===== src/rtl/snoop_bus_arbiter_if.sv =====
// Bus bundle between the two snooping caches, the snoop broadcast and main memory.
// The arbiter connects through the master modport; the environment uses slave.
interface snoop_bus_arbiter_if #(
    parameter int unsigned ADDRESSBIT = 32,
    parameter int unsigned WORDSIZE   = 32,
    parameter int unsigned BLOCKBYTE  = 4
);
    localparam int unsigned LW = WORDSIZE * BLOCKBYTE;

    logic [1:0]              req;
    logic [1:0]              rw;
    logic [2*ADDRESSBIT-1:0] addr;
    logic [2*LW-1:0]         wdata;
    logic [1:0]              done;
    logic [LW-1:0]           rdata;
    logic                    memReq;
    logic                    memRW;
    logic [ADDRESSBIT-1:0]   memAddr;
    logic [LW-1:0]           memDataOut;
    logic [LW-1:0]           memDataIn;
    logic                    memSuccess;
    logic [3:0]              snoopAction;
    logic                    snoopProc;
    logic [ADDRESSBIT-1:0]   snoopAddr;
    logic [WORDSIZE-1:0]     snoopValue;

    modport master (
        input  req, rw, addr, wdata, memDataIn, memSuccess,
        output done, rdata, memReq, memRW, memAddr, memDataOut,
               snoopAction, snoopProc, snoopAddr, snoopValue
    );

    modport slave (
        output req, rw, addr, wdata, memDataIn, memSuccess,
        input  done, rdata, memReq, memRW, memAddr, memDataOut,
               snoopAction, snoopProc, snoopAddr, snoopValue
    );
endinterface


===== src/rtl/snoop_bus_arbiter.sv =====
// Two-cache snoop bus arbiter: grant, snoop broadcast, memory block access, completion.
// Define SNOOP_RR_ARB_EN for round-robin arbitration; default is fixed priority to proc 0.
module snoop_bus_arbiter #(
    parameter int unsigned ADDRESSBIT = 32,
    parameter int unsigned WORDSIZE   = 32,
    parameter int unsigned BLOCKBYTE  = 4
) (
    input  logic                clk,
    input  logic                rst,
    snoop_bus_arbiter_if.master bus
);
    localparam int unsigned LW = WORDSIZE * BLOCKBYTE;

    typedef enum logic [1:0] {IDLE, SNOOP, MEM, RESP} state_e;

    state_e                state_q, state_d;
    logic                  gnt_q, gnt_d;
    logic                  rw_q, rw_d;
    logic [ADDRESSBIT-1:0] addr_q, addr_d;
    logic [LW-1:0]         wdata_q, wdata_d;

    logic [1:0]            done_q, done_d;
    logic [LW-1:0]         rdata_q, rdata_d;
    logic                  mem_req_q, mem_req_d;
    logic                  mem_rw_q, mem_rw_d;
    logic [ADDRESSBIT-1:0] mem_addr_q, mem_addr_d;
    logic [LW-1:0]         mem_data_out_q, mem_data_out_d;
    logic [3:0]            snoop_action_q, snoop_action_d;
    logic                  snoop_proc_q, snoop_proc_d;
    logic [ADDRESSBIT-1:0] snoop_addr_q, snoop_addr_d;
    logic [WORDSIZE-1:0]   snoop_value_q, snoop_value_d;

    logic                  gnt_c;
    logic                  sel_rw_c;
    logic [ADDRESSBIT-1:0] sel_addr_c;
    logic [LW-1:0]         sel_wdata_c;

`ifdef SNOOP_RR_ARB_EN
    logic rr_ptr_q, rr_ptr_d;

    // Pointer names the cache that wins the next simultaneous request.
    always_comb begin
        gnt_c = (bus.req == 2'b11) ? rr_ptr_q : bus.req[1];
    end
`else
    always_comb begin
        gnt_c = ~bus.req[0];
    end
`endif

    always_comb begin
        sel_rw_c    = gnt_c ? bus.rw[1] : bus.rw[0];
        sel_addr_c  = gnt_c ? bus.addr[2*ADDRESSBIT-1:ADDRESSBIT] : bus.addr[ADDRESSBIT-1:0];
        sel_wdata_c = gnt_c ? bus.wdata[2*LW-1:LW] : bus.wdata[LW-1:0];
    end

    // Next state, latched request and next registered outputs.
    always_comb begin
        state_d        = state_q;
        gnt_d          = gnt_q;
        rw_d           = rw_q;
        addr_d         = addr_q;
        wdata_d        = wdata_q;
`ifdef SNOOP_RR_ARB_EN
        rr_ptr_d       = rr_ptr_q;
`endif
        done_d         = 2'b00;
        rdata_d        = '0;
        mem_req_d      = 1'b0;
        mem_rw_d       = 1'b0;
        mem_addr_d     = '0;
        mem_data_out_d = '0;
        snoop_action_d = 4'd0;
        snoop_proc_d   = 1'b0;
        snoop_addr_d   = '0;
        snoop_value_d  = '0;

        case (state_q)
            IDLE: begin
                if (|bus.req) begin
                    state_d        = SNOOP;
                    gnt_d          = gnt_c;
                    rw_d           = sel_rw_c;
                    addr_d         = sel_addr_c;
                    wdata_d        = sel_wdata_c;
`ifdef SNOOP_RR_ARB_EN
                    rr_ptr_d       = ~gnt_c;
`endif
                    snoop_action_d = sel_rw_c ? 4'd2 : 4'd1;
                    snoop_proc_d   = gnt_c;
                    snoop_addr_d   = sel_addr_c;
                    snoop_value_d  = sel_rw_c ? sel_wdata_c[WORDSIZE-1:0] : '0;
                end
            end
            SNOOP: begin
                state_d        = MEM;
                mem_req_d      = 1'b1;
                mem_rw_d       = rw_q;
                mem_addr_d     = addr_q;
                mem_data_out_d = wdata_q;
            end
            MEM: begin
                if (bus.memSuccess) begin
                    state_d = RESP;
                    done_d  = gnt_q ? 2'b10 : 2'b01;
                    rdata_d = rw_q ? '0 : bus.memDataIn;
                end else begin
                    mem_req_d      = 1'b1;
                    mem_rw_d       = rw_q;
                    mem_addr_d     = addr_q;
                    mem_data_out_d = wdata_q;
                end
            end
            RESP: begin
                // Requests seen here are ignored; re-arbitration happens in IDLE.
                state_d = IDLE;
            end
            default: state_d = IDLE;
        endcase
    end

    always_ff @(posedge clk or posedge rst) begin
        if (rst) begin
            state_q        <= IDLE;
            gnt_q          <= 1'b0;
            rw_q           <= 1'b0;
            addr_q         <= '0;
            wdata_q        <= '0;
`ifdef SNOOP_RR_ARB_EN
            rr_ptr_q       <= 1'b0;
`endif
            done_q         <= 2'b00;
            rdata_q        <= '0;
            mem_req_q      <= 1'b0;
            mem_rw_q       <= 1'b0;
            mem_addr_q     <= '0;
            mem_data_out_q <= '0;
            snoop_action_q <= 4'd0;
            snoop_proc_q   <= 1'b0;
            snoop_addr_q   <= '0;
            snoop_value_q  <= '0;
        end else begin
            state_q        <= state_d;
            gnt_q          <= gnt_d;
            rw_q           <= rw_d;
            addr_q         <= addr_d;
            wdata_q        <= wdata_d;
`ifdef SNOOP_RR_ARB_EN
            rr_ptr_q       <= rr_ptr_d;
`endif
            done_q         <= done_d;
            rdata_q        <= rdata_d;
            mem_req_q      <= mem_req_d;
            mem_rw_q       <= mem_rw_d;
            mem_addr_q     <= mem_addr_d;
            mem_data_out_q <= mem_data_out_d;
            snoop_action_q <= snoop_action_d;
            snoop_proc_q   <= snoop_proc_d;
            snoop_addr_q   <= snoop_addr_d;
            snoop_value_q  <= snoop_value_d;
        end
    end

    assign bus.done        = done_q;
    assign bus.rdata       = rdata_q;
    assign bus.memReq      = mem_req_q;
    assign bus.memRW       = mem_rw_q;
    assign bus.memAddr     = mem_addr_q;
    assign bus.memDataOut  = mem_data_out_q;
    assign bus.snoopAction = snoop_action_q;
    assign bus.snoopProc   = snoop_proc_q;
    assign bus.snoopAddr   = snoop_addr_q;
    assign bus.snoopValue  = snoop_value_q;

endmodule

===== src/flat_wrapper.sv =====
// flat-port wrapper written by rule: the top's interface ports become plain ports
module snoop_bus_arbiter_flat 
#(
    parameter int unsigned ADDRESSBIT = 32,
    parameter int unsigned WORDSIZE   = 32,
    parameter int unsigned BLOCKBYTE  = 4
)
  (clk, rst, bus_req, bus_rw, bus_addr, bus_wdata, bus_memDataIn, bus_memSuccess, bus_done, bus_rdata, bus_memReq, bus_memRW, bus_memAddr, bus_memDataOut, bus_snoopAction, bus_snoopProc, bus_snoopAddr, bus_snoopValue);
  snoop_bus_arbiter_if #(.ADDRESSBIT(ADDRESSBIT), .WORDSIZE(WORDSIZE), .BLOCKBYTE(BLOCKBYTE)) bus_i ();
  input  logic clk;
  input  logic rst;
  input wire logic [$bits(bus_i.req)-1:0] bus_req;
  input wire logic [$bits(bus_i.rw)-1:0] bus_rw;
  input wire logic [$bits(bus_i.addr)-1:0] bus_addr;
  input wire logic [$bits(bus_i.wdata)-1:0] bus_wdata;
  input wire logic [$bits(bus_i.memDataIn)-1:0] bus_memDataIn;
  input wire logic [$bits(bus_i.memSuccess)-1:0] bus_memSuccess;
  output wire logic [$bits(bus_i.done)-1:0] bus_done;
  output wire logic [$bits(bus_i.rdata)-1:0] bus_rdata;
  output wire logic [$bits(bus_i.memReq)-1:0] bus_memReq;
  output wire logic [$bits(bus_i.memRW)-1:0] bus_memRW;
  output wire logic [$bits(bus_i.memAddr)-1:0] bus_memAddr;
  output wire logic [$bits(bus_i.memDataOut)-1:0] bus_memDataOut;
  output wire logic [$bits(bus_i.snoopAction)-1:0] bus_snoopAction;
  output wire logic [$bits(bus_i.snoopProc)-1:0] bus_snoopProc;
  output wire logic [$bits(bus_i.snoopAddr)-1:0] bus_snoopAddr;
  output wire logic [$bits(bus_i.snoopValue)-1:0] bus_snoopValue;
  assign bus_i.req = bus_req;
  assign bus_i.rw = bus_rw;
  assign bus_i.addr = bus_addr;
  assign bus_i.wdata = bus_wdata;
  assign bus_i.memDataIn = bus_memDataIn;
  assign bus_i.memSuccess = bus_memSuccess;
  assign bus_done = bus_i.done;
  assign bus_rdata = bus_i.rdata;
  assign bus_memReq = bus_i.memReq;
  assign bus_memRW = bus_i.memRW;
  assign bus_memAddr = bus_i.memAddr;
  assign bus_memDataOut = bus_i.memDataOut;
  assign bus_snoopAction = bus_i.snoopAction;
  assign bus_snoopProc = bus_i.snoopProc;
  assign bus_snoopAddr = bus_i.snoopAddr;
  assign bus_snoopValue = bus_i.snoopValue;
  snoop_bus_arbiter #(.ADDRESSBIT(ADDRESSBIT), .WORDSIZE(WORDSIZE), .BLOCKBYTE(BLOCKBYTE)) u_core (.clk(clk), .rst(rst), .bus(bus_i));
endmodule

===== config.mk =====
export PLATFORM = sky130hd
export DESIGN_NAME = snoop_bus_arbiter_flat
export DESIGN_NICKNAME = d
export VERILOG_FILES = /design/src/rtl/snoop_bus_arbiter_if.sv /design/src/rtl/snoop_bus_arbiter.sv /design/src/flat_wrapper.sv
export SDC_FILE = /design/constraint.sdc
export NUM_CORES = 1
export LEC_CHECK = 0
export BUFFER_PORTS_ARGS = -buffer_cell sky130_fd_sc_hd__buf_2
export CORE_AREA = 2 2 320 322
export DETAILED_ROUTE_END_ITERATION = 10
export DIE_AREA = 0 0 322 324
export PLACE_DENSITY_LB_ADDON = 0.3
export SLEW_MARGIN = 15
export SYNTH_ARGS = -nofsm -noshare
export SYNTH_HDL_FRONTEND = slang
export SYNTH_SLANG_ARGS = --single-unit

===== constraint.sdc =====
create_clock -name clk -period 18.4 [get_ports clk]
set_input_delay 2.76 -clock clk [delete_from_list [all_inputs] [get_ports clk]]
set_output_delay 2.76 -clock clk [all_outputs]
set_load 0.005 [all_outputs]

== Word-level counts from Yosys, hierarchy flattened ==
Index checks and enable logic that the tools add are counted.

* Register bits after elaboration: 525
* Input bits: 455

* Equality and inequality tests: 5
* Multiplexer cells: 30
* Bitwise operators: 1
* Reduce and logical (&&, ||, !) cells: 4

{| class="wikitable"
|+ Operators by type and width
! operator !! number
|-
| $mux 128 || 5
|-
| $pmux 128 s2 || 1
|-
| $mux 32 || 7
|-
| $pmux 32 s2 || 1
|-
| $mux 2 || 6
|-
| $mux 4 || 2
|-
| $pmux 2 s4 || 1
|-
| $mux 1 || 5
|-
| $eq 2x2->1 const B || 2
|-
| $pmux 1 s2 || 2
|-
| $reduce_and 2->1 || 2
|-
| $eq 2x1->1 const B || 1
|-
| $logic_not 2->1 || 1
|-
| $ne 2x1->1 const B || 1
|-
| $ne 2x2->1 const B || 1
|-
| $reduce_or 2->1 || 1
|-
| $not 1->1 || 1
|}

== Depth between registers and ports, before layout ==
* Word-level depth: 4
* Depth in mapped cells: 8

== Worst setup path after synthesis ==
Ideal clock, no wire load.

* Path type: input -> register
* From: input port bus_req[0]
* To: register u_core.wdata_q[31]
* Data arrival time: 3501 ps
* Required time: 18264 ps
* Path slack: 14763 ps
* Stages: 4
* Cell sequence: o21ai_4 > buf_4 > clkbuf_1 > o21ai_0

* Word-level cells in the longest chain between the ends: 2

{| class="wikitable"
|+ Ends and longest elaborated chain
! what !! RTL line !! RTL
|-
| start: declaration || flat_wrapper.sv:12 || <nowiki>input wire logic [$bits(bus_i.req)-1:0] bus_req;</nowiki>
|-
| $reduce_or 2->1 || snoop_bus_arbiter.sv:80 || <nowiki>if (|bus.req) begin</nowiki>
|-
| $reduce_and 2->1 (no source line) || n/a ||
|-
| end signal: assignment || snoop_bus_arbiter.sv:147 || <nowiki>wdata_q <= wdata_d;</nowiki>
|-
| end: declaration || snoop_bus_arbiter.sv:20 || <nowiki>logic [LW-1:0] wdata_q, wdata_d;</nowiki>
|}

Several ways; a longest one is shown, not always the timed one.
A chain may end at the register's enable or synchronous reset.

== Worst setup path after layout ==
* From: input port bus_req[0]
* To: register u_core.wdata_q[118]

The elaborated chain is that of the path after synthesis.

==> flow_summary.rst <==
.. list-table::
   :header-rows: 1

   * - Metric
     - Value
   * - Outcome
     - completed
   * - Worst Setup End Kind
     - flop
   * - PwrDens
     - 140 nW/µm²
   * - Number of DRC violations after detailed routing
     - 0
   * - Antenna violation net count after detailed routing
     - 0
   * - Net switching fraction of the power
     - 0.300
   * - Row Count
     - 117
   * - Library cell used as clock root buffer
     - sky130_fd_sc_hd__clkbuf_16
   * - Post-synthesis cell type count
     - 28
   * - Port Buf Inserts
     - 813
   * - Routed wl met3
     - 4.49 mm
   * - Detail Route met2 WL
     - 29.1 mm
   * - Min setup slack post-route
     - 13.07 ns
   * - Number of top-level design ports
     - 816
   * - Fraction of power consumed by combinational cells
     - 0.232
   * - Global placement routability congestion
     - 0.791
   * - Number of standard cells after synthesis
     - 1441
   * - Cell breakdown of the critical path
     - buf_8, o21ai_4, buf_4, buf_4, buf_4, o21ai_0
   * - Post-cts sizing count
     - 0
   * - Area contributors post-synth
     - sky130_fd_sc_hd__dfrtp_1, sky130_fd_sc_hd__and2_1, sky130_fd_sc_hd__mux2i_1, sky130_fd_sc_hd__o21ai_1, sky130_fd_sc_hd__nand2_1
   * - Fillers
     - 10.8k
   * - Largest net degree at the start of global routing
     - 166
   * - Final hold violation count
     - 0
   * - Peak supply drop
     - 0.0831 mV
   * - Worst Path Max Fanout
     - 87
   * - Starting Density
     - 0.186
   * - Number of placed instances with taps included
     - 3489
   * - Net switching power of the design
     - 1.10 mW
   * - Post-DP Area
     - 24200 µm²
   * - Fmax achieved
     - 188 MHz
   * - Routed metal-1 wirelength
     - 23.7 mm
   * - Area growth, synth to finish
     - 39.0%
   * - Via count of the first global-routing pass
     - 13.1k
   * - Yosys top cell by area
     - sky130_fd_sc_hd__dfrtp_1
   * - Share of power burned in registers
     - 0.443
   * - CTS Buf Count
     - 59
   * - Post-placement setup slack
     - 12.37 ns
   * - Starting DRC count in detailed routing
     - 518
   * - Tightest Hold Check Type
     - reg2reg
   * - Data arrival time of the critical path
     - 5.78 ns
   * - Mean post-synth cell area
     - 13.1 µm²
   * - YS warnings
     - 0
   * - Post-detailed-route wirelength per cell
     - 16.3 µm
   * - Total routing resource utilization after global routing
     - 0.107
   * - Horizontal die dimension
     - 322 µm
   * - Area of the die
     - 104000 µm²
   * - Fraction of post-synthesis cell area in the top cell type by area
     - 0.695
   * - First-pass detailed-route iteration total
     - 4
   * - Final-report max-slew violation count
     - 0
   * - Biggest cell delay along the critical path
     - 0.77 ns
   * - Overflow left after global routing
     - 0
   * - Final critical path time including I/O delays and setup
     - 5.33 ns
   * - Share of the cycle needed by the critical path after routing
     - 0.289
   * - Bufs on Longest Clock Path
     - 3
   * - CP max stage cell
     - sky130_fd_sc_hd__buf_4
   * - Floorplan Core Area
     - 101000 µm²
   * - Nets
     - 2700
   * - Tightest hold margin
     - 0.464 ns
   * - Setup Total Neg Slack
     - 0 ns
   * - Fraction of final layout cells sized beyond drive strength 1
     - 0.405
   * - Cts-stage hold buffer count
     - 0
   * - Clock transition at the registers of the reported paths
     - 0.06 ns
   * - Endpoints failing setup
     - 0
   * - CP Class
     - in2reg
   * - Total via count in the routed design
     - 13.0k
   * - Seq/Total Area, Yosys
     - 0.695
   * - Count of non-filler cells in the finished layout
     - 3594
   * - Top layer reached by signal wires
     - met4
   * - Clock latency on the worst-skew pair
     - 0.62 ns
   * - Tightest Pin Transition
     - 1.08 ns
   * - Kind of launch point of the worst setup path
     - input pin
   * - Initial antenna violation count
     - 4
   * - Post-layout util
     - 0.259
   * - Total design power
     - 3.66 mW
   * - Share of total power in the clock network
     - 0.325
   * - Wire length of the first global-routing pass
     - 83.7 mm
   * - Leakage power of the design
     - 14.5 nW
   * - FF+latch count, synth
     - 523
   * - Worst Skew
     - 0.0195 ns
   * - Clock tree from TritonCTS
     - yes
   * - Clk sink count
     - 523
   * - Number of buffers inserted by post-CTS setup repair
     - 0
   * - Max-slew headroom
     - 0.282
   * - Sum of routed wire length over all layers
     - 58.5 mm
   * - Height of the die
     - 324 µm
   * - Reported max-cap violation count
     - 0
   * - Req. time, crit path
     - 18.86 ns
   * - Internal power summed over all cells
     - 2.57 mW
   * - HPWL after detailed placement
     - 43.2 mm
   * - Average via count per standard cell
     - 3.62
   * - CTS H-tree depth
     - 2
   * - Final instance area
     - 26200 µm²
   * - Reg-to-reg slack, setup
     - 14.81 ns
   * - Crit path top cell by count
     - sky130_fd_sc_hd__buf_4
   * - Netlist area before placement
     - 18800 µm²
   * - Unrepaired setup endpoints after global routing
     - no
sequential cells by signal, indices dropped and copies added, names as in the netlist:
name / cells
u_core.addr_q: 32
u_core.bus.done: 2
u_core.bus.memAddr: 32
u_core.bus.memDataOut: 128
u_core.bus.memRW: 1
u_core.bus.memReq: 1
u_core.bus.rdata: 128
u_core.bus.snoopAction: 2
u_core.bus.snoopAddr: 32
u_core.bus.snoopProc: 1
u_core.bus.snoopValue: 32
u_core.gnt_q: 1
u_core.rw_q: 1
u_core.state_q: 2
u_core.wdata_q: 128
metal layers:
layer,up-vias,GRT usage
met1,6220,0.128
met3,68,0.0344
li1,6268,-
met5,-,0
met2,455,0.182
met4,0,0.0313
cell usage after synthesis, drive strengths merged:
cell type,n
mux2i,160
o21a,1
inv,5
a21oi,1
a211oi,1
mux2,1
o21ai,129
nand2,129
and2,289
buf,49
nor2b,2
a31oi,1
ha,4
and3b,1
a21o,33
conb,1
o32a,1
dfrtp,523
nor3b,1
clkbuf,40
nor2,67
and3,2
final timing paths:
| check | cells past startpoint | from | end |
|---|---|---|---|
| hold reg to reg | 1 | u_core.addr_q[0]$_DFFE_PP0P_ | u_core.addr_q[0]$_DFFE_PP0P_ |
| min in group asynchronous | 2 | rst | u_core.bus.memDataOut[106]$_DFF_PP0_ |
| hold / removal | 1 | u_core.addr_q[0]$_DFFE_PP0P_ | u_core.addr_q[0]$_DFFE_PP0P_ |
| max in group asynchronous | 5 | rst | u_core.bus.memDataOut[40]$_DFF_PP0_ |
| setup reg to reg | 7 | u_core.state_q[0]$_DFFE_PP0P_ | u_core.wdata_q[118]$_DFFE_PP0P_ |
| setup / recovery | 6 | bus_req[0] | u_core.wdata_q[118]$_DFFE_PP0P_ |
critical path, delay by kind of cell:
family                 cells  cell delay [ns]
AO/OA/AOI/OAI              2             0.41
buffers and inverters      4             2.39
cell type report:
cell class	count	area (µm²)	area share
sequential	523	13100	0.500
multi-input combinational	825	5230	0.200
timing repair buffer	827	4200	0.160
clock buffer	87	1750	0.0671
tap	1309	1640	0.0626
clock inverter	15	211	0.00809
inverter	5	26.3	0.00100
antenna	3	7.51	0.000287
cell families after synthesis:
family	Yosys count	share of synthesized area
other cells	1	0.000199
fa+ha+maj	4	0.00266
compound gates	167	0.0503
simple gates	491	0.137
flops	523	0.695
buf+inv	94	0.0283
mux	161	0.0857
power groups by stage:
stage	sequential [mW]	combinational [mW]	clock, mW
finish	1.62	0.851	1.19
detailed placement	1.65	0.890	0
global placement	1.64	0.881	0
global route	1.66	0.972	1.28
CTS	1.63	0.891	1.24
floorplan	1.63	0.469	0
cell usage in the layout (no fill, tap or decap), drive strengths merged, types with 2 or more instances in the layout:
cell	n
buf	827
dfrtp	523
and2	289
mux2i	160
nand2	129
o21ai	129
clkbuf	87
nor2	67
a21o	33
clkinv	7
bufinv	5
inv	5
ha	4
diode	3
clkinvlp	3
nor2b	2
and3	2
conb	2
No activity file was read; power rests on OpenSTA's default activity.
